### src/rtl/serial_frame_pkg.sv
// ============================================================================
// serial_frame_pkg : shared types and constants for the serial frame transmitter
// Optional parity bit is enabled by defining SERIAL_FRAME_PARITY_EN.
// Rev 1.0
// ============================================================================
`default_nettype none

package serial_frame_pkg;

`ifdef SERIAL_FRAME_PARITY_EN
    localparam bit PARITY_EN = 1'b1;
    typedef enum logic [2:0] {
        IDLE   = 3'd0,
        SYNC   = 3'd1,
        DELIM  = 3'd2,
        DATA   = 3'd3,
        STUFF  = 3'd4,
        PARITY = 3'd5
    } state_t;
`else
    localparam bit PARITY_EN = 1'b0;
    typedef enum logic [2:0] {
        IDLE   = 3'd0,
        SYNC   = 3'd1,
        DELIM  = 3'd2,
        DATA   = 3'd3,
        STUFF  = 3'd4
    } state_t;
`endif

    localparam logic [1:0] STUFF_RUN = 2'd2;

    function automatic int sync_cnt_w(input int sync_len);
        return (sync_len > 1) ? $clog2(sync_len) : 1;
    endfunction

endpackage

`default_nettype wire

### src/rtl/frame_bit_stuffer.sv
// ============================================================================
// frame_bit_stuffer : ones-run counter that flags when a stuff zero is due
// Rev 1.0
// ============================================================================
`default_nettype none

module frame_bit_stuffer
    import serial_frame_pkg::*;
(
    input  logic clk,
    input  logic rst,
    input  logic i_bit,        // bit going onto the line next cycle
    input  logic i_clear,      // next line bit is not a payload/parity bit
    output logic o_stuff_due,  // bit currently on the line completes a run
    output logic o_due_next    // bit going out next will complete a run
);

    logic [1:0] r_run;

    always_ff @(posedge clk) begin
        if (rst || i_clear) begin
            r_run <= 2'd0;
        end else if (i_bit) begin
            r_run <= r_run + 2'd1;
        end else begin
            r_run <= 2'd0;
        end
    end

    assign o_stuff_due = (r_run == STUFF_RUN);
    assign o_due_next  = !i_clear && i_bit && (r_run == (STUFF_RUN - 2'd1));

endmodule

`default_nettype wire

### src/rtl/serial_frame_tx.sv
// ============================================================================
// serial_frame_tx : sync preamble + delimiter + zero-stuffed MSB-first payload
// Define SERIAL_FRAME_PARITY_EN to append an even-parity bit after the payload.
// Rev 1.0
// ============================================================================
`default_nettype none

module serial_frame_tx
    import serial_frame_pkg::*;
#(
    parameter int DATA_W   = 8,
    parameter int SYNC_LEN = 4
) (
    input  logic              clk,
    input  logic              reset,
    input  logic [DATA_W-1:0] in_data,
    input  logic              in_valid,
    output logic              in_ready,
    output logic              tx,
    output logic              busy,
    output logic              done
);

    localparam int SYNC_W = sync_cnt_w(SYNC_LEN);
    localparam int BIT_W  = $clog2(DATA_W + 2);
    localparam logic [SYNC_W-1:0] c_sync_last = SYNC_W'(SYNC_LEN - 1);
    localparam logic [BIT_W-1:0]  c_last_bit  = BIT_W'(DATA_W - 1);
    localparam logic [BIT_W-1:0]  c_pay_end   = BIT_W'(DATA_W);
    localparam logic [BIT_W-1:0]  c_final_cnt = BIT_W'(PARITY_EN ? DATA_W + 1 : DATA_W);
`ifdef SERIAL_FRAME_PARITY_EN
    localparam state_t c_after_payload = PARITY;
`else
    localparam state_t c_after_payload = IDLE;
`endif

    state_t              r_state;
    state_t              w_state_nxt;
    logic [DATA_W-1:0]   r_shreg, w_shreg_nxt;
    logic [BIT_W-1:0]    r_bit_cnt, w_bit_cnt_nxt;
    logic [SYNC_W-1:0]   r_sync_cnt, w_sync_cnt_nxt;
    logic                r_tx, r_busy, r_done;
    logic                w_tx_nxt, w_done_nxt, w_bit_en;
    logic                w_accept, w_stuff_due, w_due_next;
`ifdef SERIAL_FRAME_PARITY_EN
    logic                r_parity, w_parity_nxt;
`endif

    assign in_ready = (r_state == IDLE) && !reset;
    assign w_accept = in_valid && in_ready;

    always_comb begin
        w_state_nxt    = r_state;
        w_shreg_nxt    = r_shreg;
        w_bit_cnt_nxt  = r_bit_cnt;
        w_sync_cnt_nxt = r_sync_cnt;
`ifdef SERIAL_FRAME_PARITY_EN
        w_parity_nxt   = r_parity;
`endif
        case (r_state)
            IDLE: begin
                if (w_accept) begin
                    w_state_nxt    = SYNC;
                    w_shreg_nxt    = in_data;
                    w_bit_cnt_nxt  = '0;
                    w_sync_cnt_nxt = '0;
`ifdef SERIAL_FRAME_PARITY_EN
                    w_parity_nxt   = ^in_data;
`endif
                end
            end
            SYNC: begin
                if (r_sync_cnt == c_sync_last) begin
                    w_state_nxt = DELIM;
                end else begin
                    w_sync_cnt_nxt = r_sync_cnt + 1'b1;
                end
            end
            DELIM: w_state_nxt = DATA;
            DATA: begin
                w_shreg_nxt   = {r_shreg[DATA_W-2:0], 1'b0};
                w_bit_cnt_nxt = r_bit_cnt + 1'b1;
                if (w_stuff_due) begin
                    w_state_nxt = STUFF;
                end else if (r_bit_cnt == c_last_bit) begin
                    w_state_nxt = c_after_payload;
                end
            end
            STUFF: begin
                // Stuffs after the last payload (or parity) bit end the frame
                if (r_bit_cnt < c_pay_end) begin
                    w_state_nxt = DATA;
                end else if (r_bit_cnt == c_pay_end) begin
                    w_state_nxt = c_after_payload;
                end else begin
                    w_state_nxt = IDLE;
                end
            end
`ifdef SERIAL_FRAME_PARITY_EN
            PARITY: begin
                w_bit_cnt_nxt = r_bit_cnt + 1'b1;
                w_state_nxt   = w_stuff_due ? STUFF : IDLE;
            end
`endif
            default: w_state_nxt = IDLE;
        endcase
    end

    // Line value for the next cycle, so tx comes straight from a flop
    always_comb begin
        w_tx_nxt = 1'b0;
        w_bit_en = 1'b0;
        case (w_state_nxt)
            SYNC: w_tx_nxt = 1'b1;
            DATA: begin
                w_tx_nxt = w_shreg_nxt[DATA_W-1];
                w_bit_en = 1'b1;
            end
`ifdef SERIAL_FRAME_PARITY_EN
            PARITY: begin
                w_tx_nxt = w_parity_nxt;
                w_bit_en = 1'b1;
            end
`endif
            default: ;
        endcase
    end

    always_comb begin
        w_done_nxt = 1'b0;
        case (w_state_nxt)
            DATA:  w_done_nxt = !PARITY_EN && (w_bit_cnt_nxt == c_last_bit) && !w_due_next;
            STUFF: w_done_nxt = (w_bit_cnt_nxt == c_final_cnt);
`ifdef SERIAL_FRAME_PARITY_EN
            PARITY: w_done_nxt = !w_due_next;
`endif
            default: ;
        endcase
    end

    frame_bit_stuffer u_stuffer (
        .clk         (clk),
        .rst         (reset),
        .i_bit       (w_tx_nxt),
        .i_clear     (!w_bit_en),
        .o_stuff_due (w_stuff_due),
        .o_due_next  (w_due_next)
    );

    always_ff @(posedge clk) begin
        if (reset) begin
            r_state    <= IDLE;
            r_shreg    <= '0;
            r_bit_cnt  <= '0;
            r_sync_cnt <= '0;
            r_tx       <= 1'b0;
            r_busy     <= 1'b0;
            r_done     <= 1'b0;
        end else begin
            r_state    <= w_state_nxt;
            r_shreg    <= w_shreg_nxt;
            r_bit_cnt  <= w_bit_cnt_nxt;
            r_sync_cnt <= w_sync_cnt_nxt;
            r_tx       <= w_tx_nxt;
            r_busy     <= (w_state_nxt != IDLE);
            r_done     <= w_done_nxt;
        end
    end

`ifdef SERIAL_FRAME_PARITY_EN
    always_ff @(posedge clk) begin
        if (reset) begin
            r_parity <= 1'b0;
        end else begin
            r_parity <= w_parity_nxt;
        end
    end
`endif

    assign tx   = r_tx;
    assign busy = r_busy;
    assign done = r_done;

endmodule

`default_nettype wire

### config.mk
export PLATFORM = sky130hd
export DESIGN_NAME = serial_frame_tx
export DESIGN_NICKNAME = d
export VERILOG_FILES = /design/src/rtl/serial_frame_pkg.sv /design/src/rtl/frame_bit_stuffer.sv /design/src/rtl/serial_frame_tx.sv
export SDC_FILE = /design/constraint.sdc
export NUM_CORES = 1
export LEC_CHECK = 0
export CAP_MARGIN = 20
export CELL_PAD_IN_SITES_DETAIL_PLACEMENT = 1
export CELL_PAD_IN_SITES_GLOBAL_PLACEMENT = 1
export CORE_UTILIZATION = 44
export CTS_CLUSTER_DIAMETER = 50
export DETAILED_ROUTE_END_ITERATION = 12
export PLACE_DENSITY = 0.86
export SLEW_MARGIN = 5
export SYNTH_ARGS = -nofsm -noshare
export SYNTH_HDL_FRONTEND = slang
export SYNTH_SLANG_ARGS = --single-unit
### constraint.sdc
create_clock -name clk -period 4.45 [get_ports clk]
set_input_delay 0.6675 -clock clk [delete_from_list [all_inputs] [get_ports clk]]
set_output_delay 0.6675 -clock clk [all_outputs]
set_load 0.05 [all_outputs]
# [Word level (Yosys, flattened, before mapping)]
# Cells that the tools add are included.
[word_totals] regBits=22 latch_bits=0 ramBits=0 rom_bits=0 input_bits=11 out_inout_bits=4 mem_count=0
[op_classes] n_addsub=3 n_mul=0 div=0 n_lt_le_gt_ge=1 eq_ne=15 shift=0 n_mux=16 bitwise_logic=1 n_reduce_logical=16
[ops] cell="one-hot mux 8 bit (2 select lines)" n=1
[ops] cell="one-hot mux 3 bit (5 select lines)" n=1
[ops] cell="2-to-1 mux 3 bit" n=4
[ops] cell="== test 3 x 2 -> 1 bit (second input constant)" n=3
[ops] cell="== test 4 x 3 -> 1 bit (second input constant)" n=2
[ops] cell="2-to-1 mux 8 bit" n=1
[ops] cell="one-hot mux 4 bit (2 select lines)" n=1
[ops] cell="== test 3 x 1 -> 1 bit (second input constant)" n=2
[ops] cell="== test 3 bit (second input constant)" n=2
[ops] cell="2-to-1 mux 2 bit" n=3
[ops] cell="logical AND 1 bit" n=5
[ops] cell="adder 2 x 1 -> 2 bit (second input constant)" n=2
[ops] cell="adder 4 x 1 -> 4 bit (second input constant)" n=1
[ops] cell="== test 2 bit (second input constant)" n=2
[ops] cell="== test 4 bit (second input constant)" n=1
[ops] cell="< comparator 4 bit (second input constant)" n=1
[ops] cell="2-to-1 mux 4 bit" n=1
[ops] cell="inequality test 2 bit (second input constant)" n=2
[ops] cell="one-hot mux 1 bit (2 select lines)" n=2
[ops] cell="one-hot mux 2 bit (2 select lines)" n=1
[ops] cell="nonzero test 2 bit" n=2
[ops] cell="zero test 1 bit" n=3
[ops] cell="zero test 3 bit" n=1
[ops] cell="AND reduction 3 bit" n=1
[ops] cell="7 further kinds" n=7

# [Logic depth before layout (Yosys ltp)]
[depth] word_depth=12 ltp_mapped=7 mapped_depth_nobuf=7

# [Modules after synthesis]
# Synthesis repeated with hierarchy kept, for this count alone.
[hier_totals] cells_unflattened=113 area_unflattened_um2=1058.5
[by_module_without_submodules] module="serial_frame_tx" n_inst=1 cells_each=104 area_each_um2=945.9 seq_area_each_um2=400.4
[by_module_without_submodules] module="frame_bit_stuffer" n_inst=1 cells_each=9 area_each_um2=112.6 seq_area_each_um2=40.0

# [Worst setup path after synthesis]
# No wires, ideal clock.
[synth_path] path_type="input port to flip-flop" start="input port reset" end="register u_stuffer.r_run[0]" setup_ps=65 t_arrival_ps=2132 setup_slack_ps=2253 stages=5 n_path_buf=0 cell_sequence="nor4_4 > and2_2 > a211oi_4 > or3_2 > nor2_1"
[synth_via] elab_chain_len=10 word_cells_on_any_way=15
[synth_lines] item="start, declared" line="serial_frame_tx.sv:15" text="input logic reset,"
[synth_lines] item="zero test 1 bit" line="serial_frame_tx.sv:48" text="assign in_ready = (r_state == IDLE) && !reset;"
[synth_lines] item="logical AND 1 bit" line="serial_frame_tx.sv:48"
[synth_lines] item="logical AND 1 bit" line="serial_frame_tx.sv:49" text="assign w_accept = in_valid && in_ready;"
[synth_lines] item="2-to-1 mux 3 bit" line="serial_frame_tx.sv:61" text="if (w_accept) begin"
[synth_lines] item="one-hot mux 3 bit (5 select lines)" line="serial_frame_tx.sv:59" text="case (r_state)"
[synth_lines] item="== test 3 x 2 -> 1 bit" line="serial_frame_tx.sv:112" text="case (w_state_nxt)"
[synth_lines] item="2-to-1 mux 1 bit" line="serial_frame_tx.sv:112"
[synth_lines] item="zero test 1 bit" line="serial_frame_tx.sv:144" text=".i_clear (!w_bit_en),"
[synth_lines] item="logical OR 1 bit" line="frame_bit_stuffer.sv:21" text="if (rst || i_clear) begin"
[synth_lines] item="OR reduction 2 bit (no line) *"
[synth_lines] item="end signal, assigned" line="frame_bit_stuffer.sv:24" text="r_run <= r_run + 2'd1;"
[synth_lines] item="end, declared" line="frame_bit_stuffer.sv:18" text="logic [1:0] r_run;"
# Every way passes the cells marked *; elsewhere a longest branch is shown, timed or not. The select of a mux whose other input is x is not followed.
# A chain may end at the register's enable or synchronous reset.

# [Worst setup path after layout]
[layout_path] start="input port reset" end="output port in_ready"
[layout_via] elab_chain_len=2
[layout_lines] item="zero test 1 bit" line="serial_frame_tx.sv:48"
[layout_lines] item="logical AND 1 bit" line="serial_frame_tx.sv:48"
[layout_lines] item="end, declared" line="serial_frame_tx.sv:18" text="output logic in_ready,"
# No other way between the ends.

==> flow_summary.toml <==
[synthesis]
yosysTopAreaCell = "dfxtp_1"
syn_area_sq_mm = 0.00113
async_reset_ff_frac = 0
netlist_top_cells_area = "dfxtp_1 39%, nor2_1 6.0%, a222oi_1 5.3%, ha_1 4.4%, buf_6 3.0%"
ys_ff_latch = 22
seq_area_frac_synth = 0.388
synth_cell_types = 44
synthTopCellsByCount = "22 x dfxtp_1, 18 x nor2_1, 7 x nand2_1, 6 x a21oi_1, 6 x a222oi_1"
synth_flop_cell = "dfxtp_1"
synth_top_area_frac = 0.388
syn_nets = 132
yosysWarnings = 0
yosysMostFrequentCell = "dfxtp_1"
synthCells = 117
synth-edff-count = 0
synth.avg_cell_area_sq_um = 9.70

[routing]
drc_errors = 0
wirelength_mm = 2.43
drt-wirelength-per-cell_microns = 15.6
drt.antenna.violating_nets = 0
drtIter0Drc = 44
dr.pass1.iters = 4
vias_per_cell = 5.93
num_vias = 925

[grt]
busiest_layer = "met2"
grt_pass1_wl_mm = 4.06
use_met1 = 0.261
grt_antenna_before_repair = 0
grt_pass1_vias = 873
grt_max_degree = 23
grt_usage = 0.205
grt_use_met2 = 0.342
use_met3 = 0.0377
overflow = 0

[clocking]
cts_buffers = 3
root_buffer = "clkbuf_4"
htree_levels = 1
cts_resized = 0
clock_latency_ns = 0.31
clk_pin_slew_worst_paths_ns = 0.13
ctsHoldBuffers = 0
cts_setup_buffers = 0
clk_path_buf_depth = 2
cts_num_sinks = 22
cts_tree = "yes"

[cells_and_area]
fin_util = 0.516
drive_above_1_share = 0.135
finalNonFillerCells = 156
final_nets = 142
regArea_sq_um = 440
fillers = 290
antenna_cells = 0
area_delta_synth_final_pct = 11.6
multi_input_area_sq_um = 593

[floorplanning]
die_w_microns = 52.8
dieArea_sq_mm = 0.00279
ioPinCount = 15
die_h_microns = 52.8
fp.coreArea_sq_mm = 0.00245
num_rows = 18
start_util = 0.462

[place]
gp_congestion = 0.787
dpl.hpwl_mm = 1.79
dp.cells = 152
portBuffers = 14

[worst_hold_path]
hold_path_depth = 1
hp-class = "reg -> reg"
worstHoldStart = "u_stuffer.r_run[0]"
hold_end = "u_stuffer.r_run[0]"

[critical_path]
r2r-start = "r_state[0]"
cp-start-kind = "input pin"
crit_path_frequent_cell = "clkdlybuf4s50_1"
crit_buf_inv = 2
path_cells = "clkdlybuf4s50_1 -> nor4_4 -> clkdlybuf4s50_1"
r2r_cells = 5
critPathKind = "in -> out"
r2r_end = "done"
cp_max_fo = 22
end_kind = "primary output"
path_delay_family = "buffers and inverters"
crit_cells = 3
critical-path-max-stage-delay_ns = 0.85
arrival_ns = 2.68
reg2reg_setup_slack_ns = 2.59
critPathRequiredTime_ns = 3.78
slowest_stage = "clkdlybuf4s50_1"

[power_and_ir_drop]
report.power.total_mw = 0.367
sw_frac_of_total = 0.247
seq_power_share = 0.569
p_int_mw = 0.276
p_leak_nw = 0.449
clkPwrFrac = 0.300
p_sw_mw = 0.0907
power_density_mw_per_mm2 = 290
ir_drop_mv = 0.239
comb_power_share = 0.131

[timing]
hold_violations = 0
maxSlewViolCount = 0
relSlewSlack = 0.455
period_minus_slack_ns = 3.34
fin_crit_sh = 0.752
final-setup-viol-count = 0
rsz0062_at_grt = "no"
finClkSkew_ns = 0.0158
worst_slew_pin_slew_ns = 0.815
setup_tns_ns = 0
fmax_mhz = 299

[outcome]
status = "finished, final reports clean"

[flow_run]
max_cap_violations = 0
-- sequential cells by signal, summed over array words and instances, names as in the netlist --
register         flops
busy                 1
tx                   1
r_sync_cnt           2
r_state              3
u_stuffer.r_run      2
done                 1
r_bit_cnt            4
r_shreg              8
-- placed cells by master (no fill, tap or decap), types with 3 or more instances in the layout --
| cell | n |
|---|---|
| dfxtp_1 | 22 |
| nor2_1 | 18 |
| clkdlybuf4s50_1 | 14 |
| nand2_1 | 7 |
| a21oi_1 | 6 |
| a222oi_1 | 6 |
| inv_1 | 5 |
| nand3_1 | 5 |
| ha_1 | 4 |
| clkbuf_4 | 3 |
-- layer usage --
layer | up-vias | part of all wire
met2 | 14 | 0.51
met3 | 5 | 0.029
met4 | 0 | 0.011
met5 | - | 0
met1 | 453 | 0.45
li1 | 453 | -
-- stage by stage --
step | hold WS [ns] | worst slack, ns | instance area (sq um)
floorplan | 0.417 | 2.25 | 1130
global placement | 0.425 | 1.14 | 1230
detailed placement | 0.440 | 1.08 | 1230
CTS | 0.458 | 1.08 | 1270
global route | 0.485 | 0.983 | 1270
finish | 0.449 | 1.11 | 1270
-- final cells by class --
cell class | instances | share of cell area
Multi-Input combinational cell | 81 | 0.468
Sequential cell | 22 | 0.348
Timing Repair Buffer | 14 | 0.111
Tap cell | 30 | 0.0296
Clock buffer | 4 | 0.0287
Inverter | 5 | 0.0148
-- how the worst max path moves through the flow --
stage	from	endpoint	slack, ns
finish	reset	in_ready	1.11
detailed placement	reset	in_ready	1.08
global placement	reset	in_ready	1.14
global route	reset	in_ready	0.98
floorplan	reset	u_stuffer.r_run[0]	2.25
CTS	reset	in_ready	1.08
-- power by group through the flow --
| stage | sequential, mW | combinational [mW] | clock, mW |
|---|---|---|---|
| after floorplan | 0.215 | 0.0298 | 0 |
| after global placement | 0.213 | 0.0467 | 0 |
| after detailed placement | 0.213 | 0.0484 | 0 |
| after CTS | 0.209 | 0.0486 | 0.113 |
| after global routing | 0.210 | 0.0517 | 0.122 |
| final | 0.209 | 0.0481 | 0.110 |
-- kinds of logic after synthesis --
| group | count (synthesis) | share of synthesized area |
|---|---|---|
| xor gates and xnor gates | 1 | 0.00772 |
| muxes | 2 | 0.0187 |
| and+or+nand+nor | 45 | 0.234 |
| DFF | 22 | 0.388 |
| buffers and inverters | 14 | 0.0893 |
| AOI/OAI and AO/OA | 29 | 0.218 |
| adders and majority gates | 4 | 0.0441 |
(Power assumes the default switching activity.)
